==> config.mk <==
export PLATFORM = sky130hd
export DESIGN_NAME = cc_bus_arbiter
export DESIGN_NICKNAME = d
export VERILOG_FILES = /design/src/rtl/cc_bus_arbiter_pkg.sv /design/src/rtl/cc_bus_arbiter_picker.sv /design/src/rtl/cc_bus_arbiter.sv
export SDC_FILE = /design/constraint.sdc
export NUM_CORES = 1
export LEC_CHECK = 0
export CORE_UTILIZATION = 26
export CTS_CLUSTER_SIZE = 20
export DETAILED_ROUTE_END_ITERATION = 7
export GPL_TIMING_DRIVEN = 0
export PLACE_DENSITY = 0.5
export SYNTH_ARGS = -nofsm -noshare
export SYNTH_HDL_FRONTEND = slang
export SYNTH_SLANG_ARGS = --single-unit
==> constraint.sdc <==
create_clock -name CC_BUSARB_CLOCK_50 -period 3.6 [get_ports CC_BUSARB_CLOCK_50]
set_input_delay 0.72 -clock CC_BUSARB_CLOCK_50 [delete_from_list [all_inputs] [get_ports CC_BUSARB_CLOCK_50]]
set_output_delay 0.72 -clock CC_BUSARB_CLOCK_50 [all_outputs]
set_load 0.01 [all_outputs]
==> src/rtl/cc_bus_arbiter_pkg.sv <==
// Shared encodings for the CPU data bus arbiter: FSM states, source types
// and default code widths.
package cc_bus_arbiter_pkg;

    localparam logic [1:0] ST_IDLE    = 2'd0;
    localparam logic [1:0] ST_SETUP   = 2'd1;
    localparam logic [1:0] ST_HOLD    = 2'd2;
    localparam logic [1:0] ST_RECOVER = 2'd3;

    localparam logic SRC_REGISTER = 1'b1;
    localparam logic SRC_CONTROL  = 1'b0;

    localparam int REG_CODE_W = 5;
    localparam int CTL_CODE_W = 6;

endpackage

==> src/rtl/cc_bus_arbiter_picker.sv <==
// Combinational round-robin picker: first asserted request at or above the
// pointer, wrapping past the top index.
module cc_rr_priority_picker #(
    parameter int NUM_REQ = 4,
    parameter int PTR_W   = $clog2(NUM_REQ)
) (
    input  logic [NUM_REQ-1:0] req,
    input  logic [PTR_W-1:0]   pointer,
    output logic [NUM_REQ-1:0] winner,
    output logic               any
);

    localparam logic [PTR_W:0] NUM_REQ_W = (PTR_W+1)'(NUM_REQ);

    logic [PTR_W:0]   sum;
    logic [PTR_W-1:0] idx;
    logic             found;

    always_comb begin
        winner = '0;
        found  = 1'b0;
        sum    = '0;
        idx    = '0;
        for (int k = 0; k < NUM_REQ; k++) begin
            sum = {1'b0, pointer} + (PTR_W+1)'(k);
            if (sum >= NUM_REQ_W) begin
                sum = sum - NUM_REQ_W;
            end
            idx = sum[PTR_W-1:0];
            if (!found && req[idx]) begin
                winner[idx] = 1'b1;
                found       = 1'b1;
            end
        end
    end

    assign any = |req;

endmodule

==> src/rtl/cc_bus_arbiter.sv <==
// Round-robin owner of the CPU data bus mux with a per-grant hold watchdog.
// All outputs are registered; mux inputs keep their value between grants.
//
//  state   | meaning
//  IDLE    | sample requests, pick winner from rr pointer
//  SETUP   | grant up, mux inputs settling, valid low
//  HOLD    | valid high, hold counter running
//  RECOVER | bus turnaround, advance pointer past last owner
module cc_bus_arbiter
    import cc_bus_arbiter_pkg::*;
#(
    parameter int NUM_REQ                         = 4,
    parameter int DATAWIDTH_MUX_SELECTION_REG     = REG_CODE_W,
    parameter int DATAWIDTH_MUX_SELECTION_CONTROL = CTL_CODE_W,
    parameter int MAX_HOLD                        = 8
) (
    input  logic                                               CC_BUSARB_CLOCK_50,
    input  logic                                               CC_BUSARB_RESET_InLow,
    input  logic [NUM_REQ-1:0]                                 CC_BUSARB_request_InBUS,
    input  logic [NUM_REQ-1:0]                                 CC_BUSARB_srcType_InBUS,
    input  logic [NUM_REQ*DATAWIDTH_MUX_SELECTION_CONTROL-1:0] CC_BUSARB_code_InBUS,
    output logic [NUM_REQ-1:0]                                 CC_BUSARB_grant_OutBUS,
    output logic                                               CC_BUSARB_valid_Out,
    output logic                                               CC_BUSARB_selector_Out,
    output logic [DATAWIDTH_MUX_SELECTION_REG-1:0]             CC_BUSARB_registro_OutBUS,
    output logic [DATAWIDTH_MUX_SELECTION_CONTROL-1:0]         CC_BUSARB_control_OutBUS,
    output logic                                               CC_BUSARB_timeout_Out
);

    localparam int RW    = DATAWIDTH_MUX_SELECTION_REG;
    localparam int CW    = DATAWIDTH_MUX_SELECTION_CONTROL;
    localparam int PTR_W = $clog2(NUM_REQ);
    localparam int CNT_W = $clog2(MAX_HOLD + 1);

    localparam logic [CNT_W-1:0] HOLD_LIMIT = CNT_W'(MAX_HOLD);
    localparam logic [PTR_W-1:0] LAST_IDX   = PTR_W'(NUM_REQ - 1);

    logic [1:0]         state;
    logic [1:0]         stateNext;
    logic [PTR_W-1:0]   pointer;
    logic [PTR_W-1:0]   ownerIdx;
    logic [PTR_W-1:0]   winIdx;
    logic [NUM_REQ-1:0] winner;
    logic               reqAny;
    logic [CNT_W-1:0]   holdCnt;
    logic               ownerReq;
    logic               holdExpired;
    logic               latchWinner;
    logic               srcSel;
    logic [CW-1:0]      codeSel;

    cc_rr_priority_picker #(
        .NUM_REQ (NUM_REQ),
        .PTR_W   (PTR_W)
    ) uPicker (
        .req     (CC_BUSARB_request_InBUS),
        .pointer (pointer),
        .winner  (winner),
        .any     (reqAny)
    );

    always_comb begin
        winIdx  = '0;
        srcSel  = SRC_CONTROL;
        codeSel = '0;
        for (int i = 0; i < NUM_REQ; i++) begin
            if (winner[i]) begin
                winIdx  = PTR_W'(i);
                srcSel  = CC_BUSARB_srcType_InBUS[i];
                codeSel = CC_BUSARB_code_InBUS[i*CW +: CW];
            end
        end
    end

    assign ownerReq    = CC_BUSARB_request_InBUS[ownerIdx];
    assign holdExpired = (holdCnt == HOLD_LIMIT);
    assign latchWinner = (state == ST_IDLE) && reqAny;

    always_comb begin
        stateNext = state;
        case (state)
            ST_IDLE: begin
                if (reqAny) begin
                    stateNext = ST_SETUP;
                end
            end
            ST_SETUP: begin
                stateNext = ownerReq ? ST_HOLD : ST_RECOVER;
            end
            ST_HOLD: begin
                if (!ownerReq || holdExpired) begin
                    stateNext = ST_RECOVER;
                end
            end
            ST_RECOVER: begin
                stateNext = ST_IDLE;
            end
            default: begin
                stateNext = ST_IDLE;
            end
        endcase
    end

    always_ff @(posedge CC_BUSARB_CLOCK_50 or negedge CC_BUSARB_RESET_InLow) begin
        if (!CC_BUSARB_RESET_InLow) begin
            state    <= ST_IDLE;
            pointer  <= '0;
            ownerIdx <= '0;
            holdCnt  <= '0;
        end else begin
            state <= stateNext;
            if (latchWinner) begin
                ownerIdx <= winIdx;
            end
            if (state == ST_IDLE) begin
                holdCnt <= '0;
            end else if (stateNext == ST_HOLD) begin
                holdCnt <= holdCnt + 1'b1;
            end
            if (state == ST_RECOVER) begin
                pointer <= (ownerIdx == LAST_IDX) ? '0 : ownerIdx + 1'b1;
            end
        end
    end

    // Watchdog release is distinguished from a normal drop only by the timeout pulse.
    always_ff @(posedge CC_BUSARB_CLOCK_50 or negedge CC_BUSARB_RESET_InLow) begin
        if (!CC_BUSARB_RESET_InLow) begin
            CC_BUSARB_grant_OutBUS <= '0;
            CC_BUSARB_valid_Out    <= 1'b0;
            CC_BUSARB_timeout_Out  <= 1'b0;
        end else begin
            CC_BUSARB_valid_Out   <= (stateNext == ST_HOLD);
            CC_BUSARB_timeout_Out <= (state == ST_HOLD) && ownerReq && holdExpired;
            if (latchWinner) begin
                CC_BUSARB_grant_OutBUS <= winner;
            end else if (stateNext == ST_RECOVER) begin
                CC_BUSARB_grant_OutBUS <= '0;
            end
        end
    end

    // Mux inputs only move on a new grant so the bus sees no glitch between owners.
    always_ff @(posedge CC_BUSARB_CLOCK_50 or negedge CC_BUSARB_RESET_InLow) begin
        if (!CC_BUSARB_RESET_InLow) begin
            CC_BUSARB_selector_Out    <= 1'b0;
            CC_BUSARB_registro_OutBUS <= '0;
            CC_BUSARB_control_OutBUS  <= '0;
        end else if (latchWinner) begin
            if (srcSel == SRC_REGISTER) begin
                CC_BUSARB_selector_Out    <= 1'b1;
                CC_BUSARB_registro_OutBUS <= codeSel[RW-1:0];
                CC_BUSARB_control_OutBUS  <= '0;
            end else begin
                CC_BUSARB_selector_Out    <= 1'b0;
                CC_BUSARB_registro_OutBUS <= '0;
                CC_BUSARB_control_OutBUS  <= codeSel;
            end
        end
    end

endmodule
== Yosys cells after proc, flatten, opt, wreduce, memory -nomap -nowiden ==
Index checks and enable logic that the tools add are counted.

* Memories: 0
* Logic and storage cells: 113
* Bits in latches: 0
* Memory bits (writable): 0
* Output and inout port bits: 18
* Register bits: 28
* Memory bits (read-only): 0

* Equality and inequality tests: 7
* Order comparisons: 13
* Reductions and logical operators: 19
* Shifts and indexed selects: 0
* Bitwise gates (word level): 3
* Add/sub/neg operators: 9
* Divide/modulo/power cells: 0
* Multipliers: 0
* Mux-type cells: 52

{| class="wikitable"
|+ Operator list
! cell !! count
|-
| 4-bit 2-to-1 mux || 8
|-
| 6-bit 2-to-1 mux || 5
|-
| 1-bit 2-to-1 mux || 19
|-
| 2-bit 2-to-1 mux || 9
|-
| 2-bit by 3-bit less-than comparator with 1-bit output (second input constant) || 5
|-
| 4-bit bitwise OR || 3
|-
| 1-bit binary-select mux with 2-bit select || 5
|-
| 2-bit == test (second input constant) || 5
|-
| 1-bit logical AND || 10
|-
| 3-bit greater-or-equal comparator (second input constant) || 3
|-
| 1-bit demux with 2-bit select || 4
|-
| 2-bit by 1-bit greater-or-equal comparator with 1-bit output (second input constant) || 4
|-
| 2-bit one-hot mux with 4 select lines || 1
|-
| 2-bit by 1-bit subtractor with 2-bit output (second input constant) || 4
|-
| 2-bit by 2-bit adder with 3-bit output (second input constant) || 2
|-
| 5-bit 2-to-1 mux || 1
|-
| 4-bit by 1-bit adder with 4-bit output (second input constant) || 1
|-
| 4-bit == test (second input constant) || 1
|-
| 1-bit logical NOT || 4
|-
| 2-bit nonzero test || 2
|-
| 4-bit OR reduction || 1
|-
| 2-bit by 1-bit adder with 3-bit output (second input constant) || 1
|-
| 2-bit by 3-bit greater-or-equal comparator with 1-bit output (second input constant) || 1
|-
| 2-bit by 1-bit adder with 2-bit output (second input constant) || 1
|-
| 3 further kinds || 3
|}

== Longest topological paths before layout ==
Gate-level depths: netlist of the first run.

* Depth after elaboration: 19
* Gate-level depth with buffers: 11

== Modules after synthesis ==
Synthesis of the first run repeated with hierarchy kept, for this count alone.

* Cells, all modules: 176
* Area total of the unflattened synthesis: 1,767.9 um^2

{| class="wikitable"
|+ By module, submodules not included
! module !! area an instance (um^2) !! cells an instance !! times used
|-
| cc_bus_arbiter || 1,457.6 || 145 || 1
|-
| cc_rr_priority_picker || 310.3 || 31 || 1
|}

== Worst setup path after synthesis of the first run ==
No wires, ideal clock.

* Path kind: reg2reg
* From: register pointer[0]
* To: register CC_BUSARB_control_OutBUS[2]
* Setup time: 0.128 ns
* Cell stages (with the launch flop): 11
* Setup slack: 0.711 ns
* Period minus slack after synthesis: 2.889 ns
* Path buffers: 1
* Data required time: 3.472 ns
* Data arrival time: 2.761 ns
* Cells stage by stage: dfrtp_1 > buf_6 > inv_1 > ha_1 > mux4_2 > a211o_1 > a21oi_1 > nor4_4 > a221oi_1 > a2bb2oi_1 > o21ai_1

* Word-level cells in the longest chain between the ends: 19
* Elaborated cells on any way between the ends: 68
* Classes of those cells: 7 x add/sub; 12 x order compare; 36 x mux; 3 x bitwise; 10 x reduce/logical

{| class="wikitable"
|+ RTL lines
! element !! RTL line !! text
|-
| start, declared || cc_bus_arbiter.sv:40 || <nowiki>logic [PTR_W-1:0] pointer;</nowiki>
|-
| start signal, assigned || cc_bus_arbiter.sv:121 || <nowiki>pointer <= (ownerIdx == LAST_IDX) ? '0 : ownerIdx + 1'b1;</nowiki>
|-
| branches (longest 13 deep; another with 2-bit by 1-bit adder with 3-bit output) || n/a ||
|-
| 4-bit 2-to-1 mux * || cc_bus_arbiter_picker.sv:30 || <nowiki>if (!found && req[idx]) begin</nowiki>
|-
| 6-bit 2-to-1 mux or 1-bit 2-to-1 mux (tied branches) (4 in series) || cc_bus_arbiter.sv:67 || <nowiki>if (winner[i]) begin</nowiki>
|-
| 6-bit 2-to-1 mux * || cc_bus_arbiter.sv:150 || <nowiki>if (srcSel == SRC_REGISTER) begin</nowiki>
|-
| end signal, assigned || cc_bus_arbiter.sv:157 || <nowiki>CC_BUSARB_control_OutBUS <= codeSel;</nowiki>
|-
| end, declared || cc_bus_arbiter.sv:26 || <nowiki>output logic [DATAWIDTH_MUX_SELECTION_CONTROL-1:0] CC_BUSARB_control_OutBUS,</nowiki>
|}

Every way passes the cells marked *. The select of a mux whose other input is x is not followed.
A chain may end at the register's enable or synchronous reset.

== Worst setup path in the final report of the first run ==
Same ends and word-level chain as after synthesis.

==> results of run 1 <==
==> Yosys cell counts, types with 3 or more instances <==
| master | n | area share, % |
|---|---|---|
| nand2_1 | 25 | 5.0 |
| o21ai_2 | 7 | 3.2 |
| o21ai_0 | 8 | 2.1 |
| nor2_1 | 13 | 2.6 |
| a211o_1 | 6 | 2.8 |
| o21ai_1 | 6 | 1.6 |
| nor3b_1 | 3 | 1.2 |
| a211oi_1 | 5 | 2.0 |
| nor3_1 | 6 | 1.6 |
| a21oi_1 | 7 | 1.9 |
| inv_1 | 9 | 1.8 |
| ha_1 | 14 | 9.3 |
| dfrtp_1 | 28 | 37 |
| mux4_2 | 5 | 6.0 |
| o211ai_1 | 3 | 1.2 |
| clkbuf_1 | 6 | 1.2 |
==> metal layers <==
layer  GRT usage, %  share of wire, %
met1          21.17                48
met2          22.48                49
met3          2.180               2.4
met4          3.577               1.0
met5              0                 0
==> worst max-delay path: stages (launching register included) <==
cell       delay (ns)
dfrtp_1          0.50
buf_6            0.18
inv_1            0.09
ha_1             0.33
mux4_2           0.60
a211o_1          0.30
a21oi_1          0.26
nor4_4           0.13
a221oi_1         0.31
a2bb2oi_1        0.34
o21ai_1          0.11
==> cells by family (layout without fill, tap and decap cells) <==
kind of cell | count (synthesis) | count (layout) | share of synthesized area (%)
muxes | 6 | 6 | 6.494
xor gates and xnor gates | 3 | 3 | 1.392
adders and majority gates | 14 | 14 | 9.278
and+or+nand+nor | 61 | 61 | 16.50
DFF | 28 | 28 | 37.11
buffers and inverters | 20 | 71 | 5.036
AOI/OAI and AO/OA | 60 | 60 | 24.19
==> per-stage QoR <==
stage / utilization (%) / instances / worst slack, ns / power, mW / area (um2)
finish: 36.96 / 339 / 0.3207 / 2.488 / 2552
global placement: 35.89 / 335 / 0.3029 / 2.240 / 2479
global route: 36.96 / 339 / 0.05822 / 2.741 / 2552
detailed placement: 36.00 / 335 / 0.3215 / 2.256 / 2486
CTS: 37.03 / 339 / 0.3022 / 2.521 / 2557
floorplan: - / 192 / 0.7109 / 1.734 / 1888
==> registers in the layout, indices dropped and copies added, names as in the netlist, 2 cells and up <==
register	cells
CC_BUSARB_control_OutBUS	6
pointer	2
CC_BUSARB_grant_OutBUS	4
state	2
CC_BUSARB_registro_OutBUS	5
ownerIdx	2
holdCnt	4
==> power by group through the flow <==
stage | sequential [mW] | combinational (mW) | clock (mW)
detailed placement | 0.544 | 1.71 | 0
floorplan | 0.558 | 1.18 | 0
finish | 0.537 | 1.70 | 0.253
global placement | 0.542 | 1.70 | 0
CTS | 0.538 | 1.72 | 0.263
global route | 0.556 | 1.91 | 0.274
==> final timing paths <==
check                                                          startpoint                                       end  slack [ns]  cells past startpoint
max                                                pointer[0]$_DFFE_PN0N_   CC_BUSARB_control_OutBUS[2]$_DFFE_PN0P_        0.32                     10
min                                                 CC_BUSARB_RESET_InLow  CC_BUSARB_registro_OutBUS[1]$_DFFE_PN0P_        0.46                      1
max reg2reg                                        pointer[0]$_DFFE_PN0N_   CC_BUSARB_control_OutBUS[2]$_DFFE_PN0P_        0.32                     10
min reg2reg                      CC_BUSARB_registro_OutBUS[4]$_DFFE_PN0P_  CC_BUSARB_registro_OutBUS[4]$_DFFE_PN0P_        0.48                      2
max in group asynchronous                           CC_BUSARB_RESET_InLow     CC_BUSARB_grant_OutBUS[2]$_DFFE_PN0P_        2.72                      1
min in group CC_BUSARB_CLOCK_50  CC_BUSARB_registro_OutBUS[4]$_DFFE_PN0P_  CC_BUSARB_registro_OutBUS[4]$_DFFE_PN0P_        0.48                      2
==> layout make-up <==
cell class	instances	share of cell area [%]
Buffer	11	2.402
Clock buffer	3	1.618
Timing Repair Buffer	47	18.24
Multi-Input combinational cell	144	43.09
Sequential cell	28	27.45
Inverter	9	1.324
Tap cell	96	4.706
Clock inverter	1	1.176
==> impl_results.md, run 1 <==
- Crit Path Category: reg -> reg
- Worst Hold Class: in -> async
- Area grow syn2layout: 35.19%
- Total CTS buffers: 3
- Share of cells above drive strength 1: between 10% and 20%
- Register bit total from synthesis: 28
- Gr usage total: 14.50%
- Total wire length: approximately 5.0 mm
- Vias in the first global route: between 1500 and 2000
- Share of power burned in the clock network: 10.2%
- Status: completed
- Final setup violating endpoints: 0
- Slew Viols, Final: 0
- Detailed Routing Iterations Pass 1: 4
- Post-Synthesis Net Count: 240
- Yosys Warn Count: 0
- Dpl hpwl: between 3 and 4 mm
- Largest net degree at the start of global routing: 29
- Power per cell area: 974.7 nW/um2
- Mapped Cells: around 190
- Post-Route Setup TNS: 0 ns
- Routed wire per std cell: between 10 and 15 um
- Initial antenna violation count: 0
- Post-CTS Setup Inserts: 0
- Sequential Area: ~700 um2
- Die area: ~7600 um2
- Max clock buf depth: 2
- CTS tree: built
- Worst slew pin tran: just over 1 ns
- Period utilisation layout: about 91%
- Final hold violations: 0
- Clock latency on the worst-skew pair: ~0.28 ns
- Mean Syn Cell Area: slightly below 10 um2
- Placer Congestion: 0.7543
- Antenna fix cells: 0
- ANT nets after route: 0
- Final net count: 292
- Comb pwr share: 68.3%
- Register area share after synthesis: between 30% and 40%
- Peak supply drop: roughly 0.00038 V
- Number of flops mapped to enable cells by yosys: 0
- Worst setup SP type: flip-flop
- Core Area: 6907 um2
- Area of the multi-input gates: between 1000 and 1500 um2
- FP Rows: 30
- Buffers on Ports: 47
- Grt total ovfl: 0
- CTS Hold Bufs: 0
- I/O Pins: 52
- First-pass GRT wire length: ~8.5 mm
- Fill cells: 721
- Worst EP arrival: roughly 3.5 ns
- Fin Hold WS: 0.4623 ns
- Most frequent cells in the layout: clkdlybuf4s50_1, dfrtp_1, nand2_1, ha_1, nor2_1
- Die H: about 87 um
- Minimum clock period: 3.279 ns
- Relative max-transition margin: around 30%
- Post-Syn Area: approximately 1900 um2
- Initial Util: between 20% and 30%
- Sequential Power Share: 21.6%
- Post-CTS sizing: 0
- First DRT Iteration DRCs: around 100
- Unique cell type count in the Yosys netlist: between 40 and 50
- Via count: about 1600
- Drt drc: 0
- CP Max Fanout: 10
- Max-cap violation count: 0
- Unrepaired setup endpoints after global routing: false
- Sw frac: roughly 47%
- Chip width: 87.22 um
- Leak: 1.071 nW
- Drt via density: just under 5
- Clock slew seen by the registers of the worst setup and hold paths: approximately 0.10 ns
- WP data required: 3.77 ns
- H-tree levels: 1
- Main synth FF type: dfrtp_1
- Final Skew: about 0.0064 ns
- Sw power: around 1.2 mW
- Worst Setup End Kind: flip-flop
- Clock Root Buffer: clkbuf_8
- Most common cell after layout, fill and taps aside: clkdlybuf4s50_1
- Fmax: just over 300 MHz
- Clock sink count: 28
- Internal: 1.328 mW
- Synth async-reset ratio: between 90% and 100%
Power figures use the tool's default switching activity.
==> run 2: changes to the inputs <==
Settings changed: CORE_ASPECT_RATIO from default to 1.25.
==> run 2 against run 1 <==
Net effect: non-clock buffer count unchanged; worst hold slack improved by 0.0015 ns; final area is 1.5% lower; register-to-register slack about the same; clock power shrank 33%; via count shrank 1.2%; largest cell class unchanged; critical path depth unchanged.
==> impl_results.md, run 2 (synthesized netlist as in run 1, its figures left out) <==
- Slew Viols, Final: 0 (unchanged)
- Worst setup SP type: flip-flop (unchanged)
- I/O Pins: 52 (unchanged)
- Placed Instances: 329 (was 335)
- Final hold violations: 0 (unchanged)
- Most common cell after layout, fill and taps aside: clkdlybuf4s50_1 (unchanged)
- Initial Util: 27.06% (was 27.34%)
- Total CTS buffers: 3 (unchanged)
- Minimum clock period: 3.289 ns (was 3.279 ns)
- Crit-path slowest cell: mux4_2 (unchanged)
- Relative max-transition margin: 37.08% (was 30.39%)
- Most flops, register: CC_BUSARB_control_OutBUS (unchanged)
- Setup slack, reg-to-reg: 0.31 ns (was 0.32 ns)
- Max clock buf depth: 2 (unchanged)
- CTS Hold Bufs: 0 (unchanged)
- Post-CTS Setup Inserts: 0 (unchanged)
- Share of cells above drive strength 1: 12.40% (was 12.76%)
- First DRT Iteration DRCs: 92 (was 104)
- CTS tree: built (unchanged)
- Total wire length: 5.154 mm (was 5.026 mm)
- Leak: 1.057 nW (was 1.071 nW)
- Detailed Routing Iterations Pass 1: 4 (unchanged)
- Clock sink count: 28 (unchanged)
- Post-Route Setup TNS: 0 ns (unchanged)
- Gr usage total: 14.28% (was 14.50%)
- Dpl hpwl: 3.946 mm (was 3.818 mm)
- Initial antenna violation count: 0 (unchanged)
- Worst reg2reg endpoint: CC_BUSARB_control_OutBUS[2]$_DFFE_PN0P_ (unchanged)
- Fill cells: 736 (was 721)
- Drt via density: 4.867 (was 4.826)
- Final net count: 292 (unchanged)
- Max-cap violation count: 0 (unchanged)
- Crit Path Category: reg -> reg (unchanged)
- Fmax: 304.1 MHz (was 304.9 MHz)
- WP data required: 3.76 ns (was 3.77 ns)
- H-tree levels: 1 (unchanged)
- Via count: 1616 (was 1636)
- Antenna fix cells: 0 (unchanged)
- Core Area: 6977 um2 (was 6907 um2)
- Routed wire per std cell: 15.52 um (was 14.83 um)
- Area grow syn2layout: 33.20% (was 35.19%)
- Crit path to: CC_BUSARB_control_OutBUS[2]$_DFFE_PN0P_ (unchanged)
- Placer Congestion: 0.7336 (was 0.7543)
- Worst EP arrival: 3.44 ns (was 3.45 ns)
- Clock slew seen by the registers of the worst setup and hold paths: 0.09 ns (was 0.10 ns)
- Clock Root Buffer: clkbuf_8 (unchanged)
- CP Max Fanout: 10 (unchanged)
- Drt drc: 0 (unchanged)
- Final std cells w/o fill: 332 (was 339)
- Clock latency on the worst-skew pair: 0.27 ns (was 0.28 ns)
- Worst Setup End Kind: flip-flop (unchanged)
- R2R Path Start: pointer[0]$_DFFE_PN0N_ (unchanged)
- FP Rows: 34 (was 30)
- Worst slew pin tran: 0.9336 ns (was 1.033 ns)
- Regs by FF count: CC_BUSARB_control_OutBUS x6, CC_BUSARB_registro_OutBUS x5 (unchanged)
- Power per cell area: 958.7 nW/um2 (was 974.7 nW/um2)
- Grt total ovfl: 0 (unchanged)
- R2R depth: 10 (unchanged)
- First-pass GRT wire length: 8.397 mm (was 8.542 mm)
- Worst path max stage delay: 0.61 ns (was 0.60 ns)
- Vias in the first global route: 1661 (was 1643)
- Post-CTS sizing: 0 (unchanged)
- Final Skew: 0.002507 ns (was 0.006434 ns)
- CP Cell Sequence: buf_6 -> inv_1 -> ha_1 -> mux4_2 -> a211o_1 -> a21oi_1 -> nor4_4 -> a221oi_1 -> a2bb2oi_1 -> o21ai_1 (unchanged)
- Unrepaired setup endpoints after global routing: false (unchanged)
- Die area: 7609 um2 (was 7606 um2)
- Critical path launch point: pointer[0]$_DFFE_PN0N_ (unchanged)
- Most frequent cells in the layout: clkdlybuf4s50_1, dfrtp_1, nand2_1, ha_1, nor2_1 (unchanged)
- Largest net degree at the start of global routing: 29 (unchanged)
- Final setup violating endpoints: 0 (unchanged)
- Period utilisation layout: 91.35% (was 91.09%)
- ANT nets after route: 0 (unchanged)
- Worst Hold Class: in -> async (unchanged)
- Peak supply drop: 0.0002994 V (was 0.0003768 V)
- Buffers on Ports: 47 (unchanged)
- Status: completed (unchanged)
- Chip width: 78.22 um (was 87.22 um)
- Die H: 97.28 um (was 87.22 um)
- Largest register FFs: 6 (unchanged)
[run 2: cell count changes in the layout (fill, tap and decap cells not counted), sizes merged]
cell,before,now
bufinv,1,0
[run 2: worst max-delay path, delay by kind of cell (launching register included)]
| family | cells | cell delay (ns) |
|---|---|---|
| AO/OA/AOI/OAI | 5 | 1.33 |
| multiplexers | 1 | 0.61 |
| flip-flops | 1 | 0.48 |
| adder cells (fa/ha/maj) | 1 | 0.35 |
| buffers and inverters | 2 | 0.27 |
| AND/OR/NAND/NOR | 1 | 0.13 |
[run 2: per-stage QoR]
stage                     worst slack, ns  total power, mW  instance area, um2  hold slack [ns]  util [%]
after floorplan                    0.7109            1.734                1888           0.4244         -
after global placement             0.3111            2.242                2471           0.4612     35.42
after detailed placement           0.3154            2.262                2479           0.4647     35.53
after CTS                          0.2858            2.439                2520           0.4867     36.12
after global routing              0.08712            2.635                2515           0.5026     36.05
final                              0.3112            2.411                2515           0.4638     36.05
[run 2: worst min-delay path by stage]
stage	slack, ns	end	startpoint
4_1_cts	0.49	CC_BUSARB_registro_OutBUS[3]$_DFFE_PN0P_	CC_BUSARB_registro_OutBUS[3]$_DFFE_PN0P_
5_1_grt	0.50	CC_BUSARB_control_OutBUS[0]$_DFFE_PN0P_	CC_BUSARB_RESET_InLow
3_5_place_dp	0.46	CC_BUSARB_registro_OutBUS[0]$_DFFE_PN0P_	CC_BUSARB_registro_OutBUS[0]$_DFFE_PN0P_
2_1_floorplan	0.42	CC_BUSARB_control_OutBUS[0]$_DFFE_PN0P_	CC_BUSARB_RESET_InLow
3_3_place_gp	0.46	CC_BUSARB_registro_OutBUS[0]$_DFFE_PN0P_	CC_BUSARB_registro_OutBUS[0]$_DFFE_PN0P_
6_report	0.46	CC_BUSARB_control_OutBUS[0]$_DFFE_PN0P_	CC_BUSARB_RESET_InLow
[run 2: per-layer routing]
| layer | global-route usage [%] | up-vias | routed length (um) |
|---|---|---|---|
| li1 | - | 801 | - |
| met2 | 25.71 | 29 | 2666 |
| met3 | 0.9390 | 8 | 127 |
| met4 | 6.268 | 0 | 133 |
| met5 | 0 | - | 0 |
| met1 | 17.18 | 778 | 2226 |
[run 2: where the power goes]
| part | total [mW] | switching, mW | internal (mW) |
|---|---|---|---|
| logic | 1.71 | 0.968 | 0.739 |
| registers | 0.535 | 0.0949 | 0.440 |
| clock network | 0.169 | 0.0936 | 0.0752 |
[run 2: layout make-up]
| class | instances | area, um2 | share of cell area [%] |
|---|---|---|---|
| Clock buffer | 3 | 41.29 | 1.642 |
| Sequential cell | 28 | 700.7 | 27.86 |
| Inverter | 9 | 33.78 | 1.343 |
| Buffer | 11 | 61.31 | 2.438 |
| Tap cell | 90 | 112.6 | 4.478 |
| Timing Repair Buffer | 47 | 465.4 | 18.51 |
| Multi-Input combinational cell | 144 | 1100 | 43.73 |
==> edit, RTL diff (settings of run 1) <==
Reset style: synchronous (`CC_BUSARB_RESET_InLow`), changed in 3 clocked blocks.
--- a/src/rtl/cc_bus_arbiter.sv
+++ b/src/rtl/cc_bus_arbiter.sv
@@ -101,7 +101,7 @@
         endcase
     end
 
-    always_ff @(posedge CC_BUSARB_CLOCK_50 or negedge CC_BUSARB_RESET_InLow) begin
+    always_ff @(posedge CC_BUSARB_CLOCK_50) begin
         if (!CC_BUSARB_RESET_InLow) begin
             state    <= ST_IDLE;
             pointer  <= '0;
@@ -124,7 +124,7 @@
     end
 
     // Watchdog release is distinguished from a normal drop only by the timeout pulse.
-    always_ff @(posedge CC_BUSARB_CLOCK_50 or negedge CC_BUSARB_RESET_InLow) begin
+    always_ff @(posedge CC_BUSARB_CLOCK_50) begin
         if (!CC_BUSARB_RESET_InLow) begin
             CC_BUSARB_grant_OutBUS <= '0;
             CC_BUSARB_valid_Out    <= 1'b0;
@@ -141,7 +141,7 @@
     end
 
     // Mux inputs only move on a new grant so the bus sees no glitch between owners.
-    always_ff @(posedge CC_BUSARB_CLOCK_50 or negedge CC_BUSARB_RESET_InLow) begin
+    always_ff @(posedge CC_BUSARB_CLOCK_50) begin
         if (!CC_BUSARB_RESET_InLow) begin
             CC_BUSARB_selector_Out    <= 1'b0;
             CC_BUSARB_registro_OutBUS <= '0;
Check against the original RTL: differs if CC_BUSARB_RESET_InLow is asserted again (counterexample within 4 cycles, from zero or initial values and one cycle with CC_BUSARB_RESET_InLow low); with CC_BUSARB_RESET_InLow held inactive, the same outputs for 10 cycles.
==> edit against run 1 <==
- final cell count decreased by 4.1%
- count of clock-buffer cells in the layout unchanged
- worst setup slack got worse by 0.12 ns
- register-to-register slack got worse by 0.10 ns
- synthesized cell count increased by 2.1%
- synthesized area decreased by 4.8%
- die area decreased by 4.7%
- sequential cell count unchanged
- final area decreased by 2.6%
- routed wire length decreased by 10%
- critical path depth increased by 1
Power is not compared: it rests on default switching activity, and its combinational part moved more than twofold at a synthesized area within 25%.
==> edit: results (changes against run 1) <==
INFO  run_status     status=finished clean
INFO  synthesis      post_synth_mux_area_share=6.69% [+0.19 points]
INFO  detailed_routing met2WireLength=1980µm [-19%]
INFO  critical_path  worst-r2r-cell-count=11 [+1]
INFO  synthesis      share_of_synthesized_registers_carrying_an_async_set_or_reset=0% [-100 points]
INFO  floorplan      n_tap_cell=77 [-20%]
INFO  synthesis      synth-compound-area-share=23.7% [-0.44 points]
INFO  layout         area.sequential=566µm² [-19%]
INFO  sta            timing_worst_slew_pin_value=0.815ns [-0.218 ns]
INFO  critical_path  setup_slack_reg_to_reg=0.22ns [-0.10 ns]
INFO  detailed_routing via_per_inst=4.84 [+0.23%]
INFO  critical_path  worstPathArrival=3.58ns [+0.13 ns]
INFO  detailed_routing routedLengthMet1=2180µm [-9.2%]
INFO  grt            first_global_vias=1511 [-8.0%]
INFO  grt            global_route_usage_sum=13.0% [-1.5 points]
INFO  placed_design  dpl_cell_area=2380µm² [-4.1%]
INFO  placed_design  dp_hpwl=3460µm [-9.4%]
INFO  min_path       timing.hold.worst.class=flip-flop to flip-flop
INFO  synthesis      seq_area_frac_synth=31.2% [-5.9 points]
INFO  clock_tree     post_cts_resized=1 [+1]
INFO  grt            gr-usage-met3=4.57% [+2.4 points]
INFO  synthesis      synth_fp_nets=244 [+1.7%]
INFO  detailed_routing route.top_layer_used=met3
INFO  layout         design.final.nets=297 [+1.7%]
INFO  placed_design  globalplace.congestion=0.783 [+3.8%]
INFO  synthesis      yosys_most_used_dff=sky130_fd_sc_hd__dfxtp_1
INFO  detailed_routing routed_met3_length=343µm [+180%]
INFO  grt            global_route.usage.met2=21.0% [-1.4 points]
INFO  detailed_routing detail_route.iter0.violations=63 [-39%]
INFO  synthesis      yosys-top-cells-area=sky130_fd_sc_hd__dfxtp_1 (31%), sky130_fd_sc_hd__ha_1 (9.7%), sky130_fd_sc_hd__a22o_1 (5.8%), sky130_fd_sc_hd__mux4_2 (5.0%), sky130_fd_sc_hd__o21ai_0 (3.9%)
-- edit: how the worst min path moves through the flow --
stage / from / to / slack [ns] / depth (start not counted)
6_report: CC_BUSARB_registro_OutBUS[2]$_SDFFE_PN0P_ / CC_BUSARB_registro_OutBUS[2]$_SDFFE_PN0P_ / 0.45 / 2
5_1_grt: CC_BUSARB_registro_OutBUS[2]$_SDFFE_PN0P_ / CC_BUSARB_registro_OutBUS[2]$_SDFFE_PN0P_ / 0.48 / 2
4_1_cts: CC_BUSARB_registro_OutBUS[2]$_SDFFE_PN0P_ / CC_BUSARB_registro_OutBUS[2]$_SDFFE_PN0P_ / 0.46 / 2
3_5_place_dp: CC_BUSARB_registro_OutBUS[2]$_SDFFE_PN0P_ / CC_BUSARB_registro_OutBUS[2]$_SDFFE_PN0P_ / 0.45 / 2
3_3_place_gp: CC_BUSARB_registro_OutBUS[2]$_SDFFE_PN0P_ / CC_BUSARB_registro_OutBUS[2]$_SDFFE_PN0P_ / 0.44 / 2
2_1_floorplan: CC_BUSARB_registro_OutBUS[2]$_SDFFE_PN0P_ / CC_BUSARB_registro_OutBUS[2]$_SDFFE_PN0P_ / 0.47 / 2
-- edit: worst reg2reg max path, cell delays in order (launching register included) --
cell,delay [ns]
sky130_fd_sc_hd__dfxtp_4,0.42
sky130_fd_sc_hd__inv_1,0.14
sky130_fd_sc_hd__ha_1,0.40
sky130_fd_sc_hd__mux4_2,0.59
sky130_fd_sc_hd__nor2b_4,0.16
sky130_fd_sc_hd__a22o_1,0.19
sky130_fd_sc_hd__or3_1,0.30
sky130_fd_sc_hd__buf_4,0.19
sky130_fd_sc_hd__o311a_4,0.33
sky130_fd_sc_hd__o22ai_4,0.20
sky130_fd_sc_hd__nor2_1,0.15
sky130_fd_sc_hd__a22o_1,0.22
